File: src/rtl/fetch_stage_unit.sv
// ---------------------------------------------------------------------------
// fetch_stage_unit
//
// Instruction-fetch stage with its IF/ID pipeline register. Owns the PC,
// fetches from instruction memory over a variable-latency req/ack handshake
// and presents fetched words to the ID stage. Stalls on freeze from the
// hazard unit and redirects/flushes on branch_taken from EXE.
//
// Handshake: the request is live while imem_req=1. imem_addr does not change
// until a cycle where imem_ack=1, and that cycle completes the transfer.
// imem_ack may be high in the first cycle of a request (zero-wait memory).
// imem_rdata is sampled only in a cycle where imem_ack=1.
//
// Ports:
//   clk, rst          clock and synchronous active-high reset
//   freeze            hazard stall; PC and IF/ID hold
//   branch_taken      redirect to branch_addr; flushes IF/ID
//   branch_addr       redirect target (used unaligned, as given)
//   imem_req/addr     memory request and its address
//   imem_ack/rdata    memory completion and instruction word
//   id_pc             IF/ID: address of the instruction + 4
//   id_instr          IF/ID: instruction word
//   id_valid          IF/ID holds a real instruction (0 = bubble)
//   stall_count       saturating count of cycles with freeze=1
//   dbg_state         current fetch FSM state (0=REQ, 1=HOLD, 2=DISCARD)
// ---------------------------------------------------------------------------
module fetch_stage_unit #(
  parameter int                  ADDR_W   = 32,
  parameter int                  DATA_W   = 32,
  parameter logic [ADDR_W-1:0]   PC_RESET = '0,
  parameter int                  CNT_W    = 16
) (
  input  logic              clk,
  input  logic              rst,
  input  logic              freeze,
  input  logic              branch_taken,
  input  logic [ADDR_W-1:0] branch_addr,
  output logic              imem_req,
  output logic [ADDR_W-1:0] imem_addr,
  input  logic              imem_ack,
  input  logic [DATA_W-1:0] imem_rdata,
  output logic [ADDR_W-1:0] id_pc,
  output logic [DATA_W-1:0] id_instr,
  output logic              id_valid,
  output logic [CNT_W-1:0]  stall_count,
  output logic [1:0]        dbg_state
);

  typedef enum logic [1:0] {
    S_REQ     = 2'd0,  // request outstanding at pc
    S_HOLD    = 2'd1,  // fetched word parked in skid while frozen
    S_DISCARD = 2'd2   // draining a request that a branch made stale
  } state_t;

  localparam logic [CNT_W-1:0] CNT_MAX = '1;

  state_t              r_state;
  logic [ADDR_W-1:0]   r_pc;
  logic [ADDR_W-1:0]   r_old_addr;
  logic [DATA_W-1:0]   r_skid;
  logic [ADDR_W-1:0]   r_skid_pc;
  logic [ADDR_W-1:0]   r_id_pc;
  logic [DATA_W-1:0]   r_id_instr;
  logic                r_id_valid;
  logic [CNT_W-1:0]    r_stall_count;

  logic [ADDR_W-1:0]   w_pc_plus4;

  // Wraps modulo 2^ADDR_W by construction.
  assign w_pc_plus4 = r_pc + ADDR_W'(4);

  // Request is decoded from state only, so ack/freeze never reach imem_req
  // combinationally. A stale request keeps its original address so the
  // memory sees a stable address until it acks.
  assign imem_req    = (r_state != S_HOLD);
  assign imem_addr   = (r_state == S_DISCARD) ? r_old_addr : r_pc;

  assign id_pc       = r_id_pc;
  assign id_instr    = r_id_instr;
  assign id_valid    = r_id_valid;
  assign stall_count = r_stall_count;
  assign dbg_state   = r_state;

  always_ff @(posedge clk) begin
    if (rst) begin
      r_state       <= S_REQ;
      r_pc          <= PC_RESET;
      r_old_addr    <= '0;
      r_skid        <= '0;
      r_skid_pc     <= '0;
      r_id_pc       <= '0;
      r_id_instr    <= '0;
      r_id_valid    <= 1'b0;
      r_stall_count <= '0;
    end else begin
      if (freeze && (r_stall_count != CNT_MAX)) begin
        r_stall_count <= r_stall_count + CNT_W'(1);
      end

      if (branch_taken) begin
        // Redirect wins over freeze and ack; IF/ID becomes a bubble.
        r_id_valid <= 1'b0;
        r_id_instr <= '0;
        r_pc       <= branch_addr;
        case (r_state)
          S_REQ: begin
            // An acked word is simply dropped; an unacked request must be
            // drained before the new target can be requested.
            if (!imem_ack) begin
              r_old_addr <= r_pc;
              r_state    <= S_DISCARD;
            end
          end
          S_HOLD:    r_state <= S_REQ;  // skid contents dropped
          S_DISCARD: r_state <= S_DISCARD;  // newest target replaces pc
          default:   r_state <= S_REQ;
        endcase
      end else begin
        case (r_state)
          S_REQ: begin
            if (imem_ack) begin
              if (!freeze) begin
                r_id_instr <= imem_rdata;
                r_id_pc    <= w_pc_plus4;
                r_id_valid <= 1'b1;
                r_pc       <= w_pc_plus4;
              end else begin
                // ID cannot take the word yet: park it and stop requesting.
                r_skid    <= imem_rdata;
                r_skid_pc <= w_pc_plus4;
                r_state   <= S_HOLD;
              end
            end else if (!freeze) begin
              r_id_valid <= 1'b0;
            end
          end
          S_HOLD: begin
            if (!freeze) begin
              r_id_instr <= r_skid;
              r_id_pc    <= r_skid_pc;
              r_id_valid <= 1'b1;
              r_pc       <= w_pc_plus4;
              r_state    <= S_REQ;
            end
          end
          S_DISCARD: begin
            // Stale data is never delivered.
            if (imem_ack) begin
              r_state <= S_REQ;
            end
            if (!freeze) begin
              r_id_valid <= 1'b0;
            end
          end
          default: r_state <= S_REQ;
        endcase
      end
    end
  end

endmodule

File: config.mk
export PLATFORM = sky130hd
export DESIGN_NAME = fetch_stage_unit
export DESIGN_NICKNAME = d
export VERILOG_FILES = /design/src/rtl/fetch_stage_unit.sv
export SDC_FILE = /design/constraint.sdc
export NUM_CORES = 1
export LEC_CHECK = 0
export ABC_CLOCK_PERIOD_IN_PS = 3000
export CORE_UTILIZATION = 52
export DETAILED_ROUTE_END_ITERATION = 7
export PLACE_DENSITY = 0.83
export SLEW_MARGIN = 20
export SYNTH_ARGS = -nofsm -noshare
export SYNTH_HDL_FRONTEND = slang
export SYNTH_SLANG_ARGS = --single-unit
File: constraint.sdc
create_clock -name clk -period 3 [get_ports clk]
set_clock_uncertainty 0.2 [all_clocks]
set_input_delay 0.6 -clock clk [delete_from_list [all_inputs] [get_ports clk]]
set_output_delay 0.6 -clock clk [all_outputs]
set_load 0.05 [all_outputs]
# Yosys cells after proc, flatten, opt, wreduce, memory -nomap -nowiden
# Index checks and enable logic that the tools add are counted.
# op_classes
n_bitwise	2
reduce_logical	12
mux	25
n_eq_ne	12
addsub	2
# op_table
operator	n
32-bit two-way mux	10
32-bit one-hot mux with 2 select lines	3
32-bit by 3-bit adder with 32-bit output, second input constant	1
16-bit by 1-bit adder with 16-bit output, second input constant	1
16-bit != test, second input constant	1
3-bit != test, second input constant	5
2-bit two-way mux	6
5-bit AND reduction	2
4-bit AND reduction	2
2-bit != test, second input constant	3
2-bit one-hot mux with 3 select lines	1
3-bit nonzero test	2
2-bit one-hot mux with 2 select lines	1
1-bit two-way mux	3
1-bit one-hot mux with 3 select lines	1
3-bit AND reduction	1
2-bit by 1-bit equality test with 1-bit output, second input constant	1
2-bit equality test, second input constant	1
2-bit zero test	1
2-bit by 1-bit != test with 1-bit output, second input constant	1
1-bit NOT	2
2-bit AND reduction	1
2-bit nonzero test	1
2-bit OR reduction	1
1-bit logical AND	1
# word_totals
input_bits	69
out_inout_bits	116
elab_cells	62
ff_bits	211

# Depth between registers and ports, before layout
# logic_depth
depth_word	5
mapped_depth	10
depth_no_buf	7

# Least setup slack after synthesis
# OpenSTA, ideal clock, no wires.
# synth_path
kind	flip-flop to output port
from	reg r_state[0] (netlist: dbg_state[0])
to	out imem_addr[23]
path_slack_ns	-0.359
path_buffers	2
path_stages_with_launch	6
arrival_time_ns	2.559
required_ns	2.200
cell_sequence	dfxtp_1 -> inv_1 -> ha_1 -> clkbuf_1 -> clkbuf_1 -> o21ai_0
# synth_between
elab_chain_cells	2
# synth_lines
element	line	rtl
start, declared	57	state_t r_state;
start signal, assigned	86	r_state <= S_REQ;
start signal, assigned	111	r_state <= S_DISCARD;
start signal, assigned	114	S_HOLD: r_state <= S_REQ;
2-bit equality test	76	assign imem_addr = (r_state == S_DISCARD) ? r_old_addr : r_pc;
32-bit two-way mux	76	
end, declared	39	output logic [ADDR_W-1:0] imem_addr,
# Every way passes these cells.

# Final worst setup path
# layout_path
from	reg r_state[0] (netlist: dbg_state[0])
to	out imem_addr[7]
# The elaborated chain is that of the path after synthesis.

==> flow_summary_export.csv <==
group,metric,value,unit
finish,antenna_cells,0,
setup_path,crit_chain,"inv_1 > ha_1 > buf_12 > o21ai_0 > buf_12",
status,status,"finished, violations left",
clock_network,cts_buffer_depth,3,
power,leakage,4.37,nW
setup_path,cp_data_arrival_time,2110,ps
setup_path,path_delay_family,"buffers and inverters",
setup_path,startpoint_type,"flop",
synthesis,synth_compound_area_share,16.1,%
clock_network,cts_tree,"built",
synthesis,synth_top_family_by_area,"simple AND/OR/NAND/NOR gates",
timing,slew_violations,0,
global_routing,grt_overflow,0,
synthesis,yosysMostFrequentCell,"dfxtp_1",
global_routing,grt_pass1_vias,8553,
synthesis,synth_top_cell_area_share,43.2,%
power,power.density,546,nW/µm²
synthesis,yosysSeqAreaShare,43.2,%
synthesis,avgSynthCellArea,8.32,µm²
synthesis,async_reset_ff_share,0,%
clock_network,post_cts_buffers,0,
placed_design,gp_congestion,0.923,
timing,fmaxAchievable,0.344,GHz
job,max_cap_viol_count,0,
synthesis,synth_mux_area_share,8.07,%
setup_path,crit_fanout,37,
detailed_routing,detail-route-antenna-nets,0,
floorplanning,die-area,19300,µm²
setup_path,worst-path-buf-inv,3,
global_routing,track_usage,27.4,%
clock_network,clk_latency,500,ps
clock_network,cts_max_level,1,
setup_path,worstPathRequired,2200,ps
setup_path,crit_type,"reg -> out",
synthesis,synth-main-ff-cell,"dfxtp_1",
detailed_routing,dr.first_iter.drc_count,789,
power,ir_drop,0.366,mV
synthesis,yosys.area_share.adder,0.768,%
synthesis,synth.area.top_cells,"dfxtp_1 (43%), nand2_1 (7.5%), a21oi_1 (5.3%), a211oi_1 (4.8%), mux2i_1 (4.6%)",
timing,maxSlewHeadroom,41.4,%
synthesis,yosys.cell_types.count,50,
timing,fin_crit_sh,97.0,%
timing,post-route-min-period,2910,ps
setup_path,cpPeakStageDelay,460,ps
synthesis,netlist_top_cells_count,"dfxtp_1 (211), nand2_1 (196), nor2_1 (114), a21oi_1 (103), clkbuf_1 (75)",
global_routing,antenna_found_initial,0,
finish,drive_gt1_share,11.6,%
detailed_routing,vias,9141,
floorplanning,die_w,139,µm
synthesis,synth-simple-area-share,21.3,%
global_routing,grt_start_max_net_pins,66,
detailed_routing,via_per_inst,5.92,
setup_path,end_kind,"primary output",
power,power,6.98,mW
synthesis,synth_area_leader_cell,"dfxtp_1",
clock_network,cts_sinks,211,
floorplanning,row_count,49,
floorplanning,ios,185,
setup_path,path_common_cell,"buf_12",
finish,nNetsFinal,1379,
clock_network,cts_made_buffers,22,
finish,syn_to_final_growth,30.8,%
synthesis,synth_area,9770,µm²
detailed_routing,routed_wl,27.1,mm
placed_design,portBuffers,184,
floorplanning,initial_core_util,53.7,%
floorplanning,die_height,139,µm
status,violations,"design-rule violations",
placed_design,dp_hpwl,18.2,mm
clock_network,cts_root_buf,"clkbuf_16",
detailed_routing,first_pass_iters,8,
clock_network,clkTransAtPathRegs,60,ps
floorplanning,core-area,18200,µm²
synthesis,synthCells,1174,
synthesis,ys_ff_latch,211,
synthesis,yosys.area_share.xor_xnor,5.20,%
setup_path,cp_slowest_cell,"o21ai_0",
detailed_routing,drc_errors,12,
synthesis,syn_nets,1249,
timing,finalHoldViolations,0,
global_routing,grt_pass1_wl,43.5,mm
timing,max_slew.worst_pin.slew,876,ps
detailed_routing,avgRoutedWirePerCell,17.5,µm
worst_hold_path,hp-class,"in -> reg",
synthesis,yosysWarnings,0,
timing,rsz0062_at_grt,"false",
finish,post-route-util,70.2,%
timing,setup_viol_count_final,0,
synthesis,synth-edff-count,0,
-- area by class of cell --
cell class | count | area [µm²]
clock buffer | 31 | 626
clock inverter | 5 | 50.0
fill | 1375 | 5430
inverter | 11 | 45.0
multi-input combinational | 842 | 5050
sequential | 211 | 4220
tap | 229 | 287
timing repair buffer | 216 | 2500
-- registers in the layout, indices dropped and copies added, names as in the netlist, named ones only --
name,count
id_instr,32
r_old_addr,32
r_skid,32
id_pc,32
r_skid_pc,32
dbg_state,2
r_pc,32
stall_count,16
-- through the flow --
step / cells / worst slack [ps] / cell area, µm² / TNS, ps / hold WS, ps
finish: 1545 / 90.8 / 12800 / 0 / 191
CTS: 1545 / 25.4 / 12800 / 0 / 169
global placement: 1509 / 62.3 / 12100 / 0 / 238
detailed placement: 1509 / 33.0 / 12100 / 0 / 243
floorplan: 1174 / -359 / 9770 / -1080 / 233
global route: 1545 / 9.32 / 12800 / 0 / 184
-- per-layer routing --
metal  vias to the layer above  share of wire (%)  track usage, %  wire length [µm]
li1                       4362                  -               -                 -
met5                         -                  0           0.251                 0
met2                       410                 47            44.5             12700
met4                         0                2.8            9.12               745
met1                      4300                 42            36.6             11500
met3                        69                7.8            5.28              2100
-- cell usage in the layout (no fill, tap or decap), drive strengths merged, types with 9 or more instances in the layout --
cell type      netlist  final
xor2                14     14
a21oi              103    103
nand3               24     24
o211ai               9      9
a31oi                9      9
nor4                17     17
nand4               25     25
or3                 12     12
o21ai               43     43
xnor2               44     44
inv                 11     10
buf                 35     66
mux2                30     30
clkdlybuf4s50        0    150
mux2i               45     45
nor2               114    114
clkbuf              75     31
nor3                20     20
and4                12     12
a211oi              63     63
nand2              196    196
dfxtp              211    211
and3                12     12
-- worst register-to-register path: stages, from the launching register on --
cell	delay, ps
dfxtp_1	410
inv_1	90
ha_1	290
mux2_2	280
nand3_1	150
nor2_1	700
nand2_1	320
o221ai_1	270
-- timing repair --
action                                 CTS  global route
endpoints found under the hold margin    0             0
setup endpoints to repair                0             3
gates resized for setup                  0             3
hold buffers                             0             0
-- kinds of logic (layout without fill, tap and decap cells) --
| group | Yosys count | count (layout) |
|---|---|---|
| and+or+nand+nor | 446 | 446 |
| AOI/OAI and AO/OA | 257 | 257 |
| DFF | 211 | 211 |
| buffers and inverters | 121 | 263 |
| muxes | 75 | 75 |
| xor gates and xnor gates | 58 | 58 |
| adders and majority gates | 6 | 6 |
-- final timing paths --
kind / from / endpoint / slack, ps / depth (start not counted)
worst max-delay path: dbg_state[0] / imem_addr[7] / 90 / 5
worst min-delay path: rst / r_skid_pc[15] / 190 / 2
worst max register to register: dbg_state[0] / id_pc[18] / 210 / 7
worst min register to register: r_skid[23] / r_skid[23] / 250 / 2
-- power by group --
group	switching (mW)	internal (mW)	leakage, nW
Combinational	0.794	0.555	2.32
Sequential	0.120	2.93	1.72
Clock	1.06	1.53	0.335
Total	1.97	5.01	4.37
(Power assumes the default switching activity.)
